$ cat src/rtl/fib_sum_stage.sv
// Combinational WIDTH-bit adder with carry-out: forms the next Fibonacci
// prediction from the two most recent terms.
module fib_sum_stage #(
   parameter int WIDTH = 8
) (
   input  logic [WIDTH-1:0] prev_i,
   input  logic [WIDTH-1:0] cur_i,
   output logic [WIDTH-1:0] sum_o,
   output logic             carry_o
);

   // Add at WIDTH+1 bits so the overflow is visible as carry_o.
   always_comb begin
      {carry_o, sum_o} = {1'b0, prev_i} + {1'b0, cur_i};
   end

endmodule : fib_sum_stage

$ cat config.mk
export PLATFORM = sky130hd
export DESIGN_NAME = fib_sum_stage
export DESIGN_NICKNAME = d
export VERILOG_FILES = /design/src/rtl/fib_sum_stage.sv
export SDC_FILE = /design/constraint.sdc
export NUM_CORES = 1
export LEC_CHECK = 0
export ABC_CLOCK_PERIOD_IN_PS = 1610
export CORE_AREA = 2 2 39 41
export DETAILED_ROUTE_END_ITERATION = 16
export DIE_AREA = 0 0 41 43
export GPL_TIMING_DRIVEN = 0
export REMOVE_ABC_BUFFERS = 1
export SLEW_MARGIN = 0
export SYNTH_ARGS = -nofsm -noshare
export SYNTH_HDL_FRONTEND = slang
export SYNTH_SLANG_ARGS = --single-unit
$ cat constraint.sdc
create_clock -name vclk -period 1.61
set_input_delay 0.2415 -clock vclk [all_inputs]
set_output_delay 0.2415 -clock vclk [all_outputs]
set_load 0.01 [all_outputs]
==> results by group <==
Power
  • Final total power: about 0.37 mW
  • Power per cell area: approximately 420 nW/um^2
  • Peak supply drop: 0.202 mV
  • Leak Pwr: roughly 0.37 nW

Place
  • Post-Place Cells: between 80 and 90
  • Global placer's final weighted congestion: roughly 0.65
  • Area of placed instances: between 500 and 600 um^2
  • Number of buffer cells added on primary ports: 25
  • DP Wirelength: slightly above 700 um

Timing
  • Final Max Slew Viols: 0
  • Setup slack of the critical path after layout: -0.188 ns
  • Slew at the pin closest to its max-slew limit: between 0.2 and 0.25 ns
  • Worst hold margin: a little over 1 ns
  • RSZ-0062 raised after global routing: yes
  • Fmax: approximately 560 MHz
  • Number of setup violations in the final report: 5
  • Time the worst path needs with I/O delays and setup: around 1.8 ns
  • Number of hold violations in the final report: 0
  • Tcrit/Tclk final: 112%
  • Slew Limit Headroom: 84.1%

Route
  • Number of vias after detailed routing: 482
  • Post-Route WL: roughly 1200 um
  • Via/cell ratio: 4.97
  • Detail Route Antenna Nets: 0
  • Routed WL per cell: between 10 and 15 um
  • DR pass1 iterations: 4
  • Residual DRC: 0
  • Initial DRC Count: 1

Synth
  • Cells after Synth: 42
  • Most area-consuming cells after synthesis: sky130_fd_sc_hd__ha_1, sky130_fd_sc_hd__a21oi_1, sky130_fd_sc_hd__a311o_1
  • Synth warn: 0
  • Summed instance area of the synthesized netlist: roughly 320 um^2
  • Commonest cells in the netlist: sky130_fd_sc_hd__ha_1, sky130_fd_sc_hd__a21oi_1, sky130_fd_sc_hd__nand2_1
  • Area fraction of the dominant cell type after synthesis: a little under a third
  • Cell type with the largest total area after synthesis: sky130_fd_sc_hd__ha_1
  • Most frequently used cell type in the post-synthesis netlist: sky130_fd_sc_hd__ha_1
  • Post-Syn Area per Cell: ~7.7 um^2
  • Synth unique cells: 20
  • Sequential area share after synthesis: 0%

Finish
  • Final-layout fill cell count: between 100 and 150
  • Area of combinational cells with multiple inputs: 517 um^2
  • Number of standard cells in the final layout excluding fillers: 97
  • Fraction of final layout cells sized beyond drive strength 1: about two thirds
  • Num sequential: 0
  • Layout clock buffers: 0
  • Synth-to-Final Area Change: 167%
  • Final non-filler cell area: just under 900 um^2
  • Fin nets: 108
  • Area occupied by registers: 0 um^2
  • Diodes inserted: 0

Global route
  • Total grt overflow: 0
  • Via count of the first global-routing pass: about 500
  • Initial antenna violation count: 0
  • Wire length of the first global-routing pass: slightly below 2000 um
  • Global-route total usage across every layer: 14.7%
  • Maximum number of pins on one net before global-route repair: 5

Worst setup path
  • Startpoint types: primary input
  • Crit path required time: roughly 1.4 ns
  • Slowest cell on crit path: sky130_fd_sc_hd__fa_2
  • Worst EP arrival: about 1.6 ns
  • Cells along the critical path: buf_6 > ha_4 > fa_2 > a21oi_2 > nor2_1 > nor2_1 > buf_4 > xnor2_2 > buf_2
  • Crit path buffers/inverters: 3
  • Critical path's top delay family: adder cells
  • Worst-path fanout max: 2
  • Kind of critical path: primary input to output pin
  • Nature of the critical path endpoint: output pin
  • Max incr delay on CP: 0.36 ns
  • Cell with the most instances on the worst path: sky130_fd_sc_hd__nor2_1

Die
  • Floorplan Core Area: 1380 um^2
  • Die width: roughly 41 um
  • Starting density of the core: between 20% and 30%
  • Height of the die: 43 um
  • Site row count: 14
  • IO Count: 25
  • Overall die area: around 1800 um^2

Outcome
  • Failing checks: setup timing
  • Result of the run: finished, violations left

CTS
  • Hold-fix buffer count after cts: 0

Flow run
  • MaxCap Viol Count: 0

Worst hold path
  • Worst hold path type: primary input to output pin
## power breakdown
part	internal (mW)	switching, mW	total (mW)
registers	0	0	0
logic	0.206	0.160	0.366
clock network	0	0	0
## tightest hold or removal path, cell delays in order
cell	delay [ns]
sky130_fd_sc_hd__buf_6	0.07
sky130_fd_sc_hd__ha_4	0.14
sky130_fd_sc_hd__a21oi_4	0.05
sky130_fd_sc_hd__nand2_1	0.08
sky130_fd_sc_hd__xnor2_1	0.07
sky130_fd_sc_hd__clkbuf_2	0.12
## area by class of cell
cell class                 instances  area share [%]
multi-input combinational         39            59.8
timing repair buffer              39            36.3
tap                               16            2.32
inverter                           3            1.59
## repair_timing
item,in CTS,in global routing
endpoints found under the setup margin,9,6
cloned,0,0
gates resized for setup,106,11
setup buffers,14,0
pin swaps,23,17
## layer usage
layer	up-vias	routed length (um)	track usage (%)	share of wire, %
met5	-	0	0	0
met4	0	0	0	0
met3	0	56	0.524	4.6
met2	13	706	30.9	59
met1	232	442	14.9	37
li1	237	-	-	-
## stage by stage
stage               utilization [%]  setup slack, ns  TNS [ns]
floorplan                         -         -0.00217  -0.00217
global placement               42.9            -1.03     -6.60
detailed placement             42.9            -1.05     -6.69
CTS                            58.4           -0.210    -0.500
global route                   62.5           -0.293    -0.812
finish                         62.5           -0.188    -0.438
## cells in the final DEF, fill, tap and decap left out, types with 2 or more instances in the layout
| master | instances |
|---|---|
| sky130_fd_sc_hd__nor2b_1 | 2 |
| sky130_fd_sc_hd__a21oi_4 | 2 |
| sky130_fd_sc_hd__buf_6 | 9 |
| sky130_fd_sc_hd__buf_4 | 13 |
| sky130_fd_sc_hd__buf_2 | 9 |
| sky130_fd_sc_hd__xor2_1 | 2 |
| sky130_fd_sc_hd__nand2_1 | 3 |
| sky130_fd_sc_hd__nor2_1 | 2 |
| sky130_fd_sc_hd__clkdlybuf4s15_1 | 2 |
| sky130_fd_sc_hd__a21o_1 | 2 |
| sky130_fd_sc_hd__inv_2 | 2 |
| sky130_fd_sc_hd__ha_4 | 8 |
| sky130_fd_sc_hd__nor3_1 | 2 |
| sky130_fd_sc_hd__dlygate4sd2_1 | 4 |
| sky130_fd_sc_hd__a311o_1 | 2 |
| sky130_fd_sc_hd__a21oi_2 | 2 |
## final timing paths
kind / from / slack (ns) / cells after the start / endpoint
setup / recovery: prev_i[0] / -0.19 / 9 / sum_o[6]
hold / removal: cur_i[2] / 1.02 / 6 / sum_o[3]
## logic make-up after synthesis
group / share of synthesized area, %
AOI/OAI and AO/OA: 27.8
and+or+nand+nor: 17.8
adders and majority gates: 37.1
xor gates and xnor gates: 10.8
buffers and inverters: 3.47
muxes: 3.09
Power figures use the tool's default switching activity.
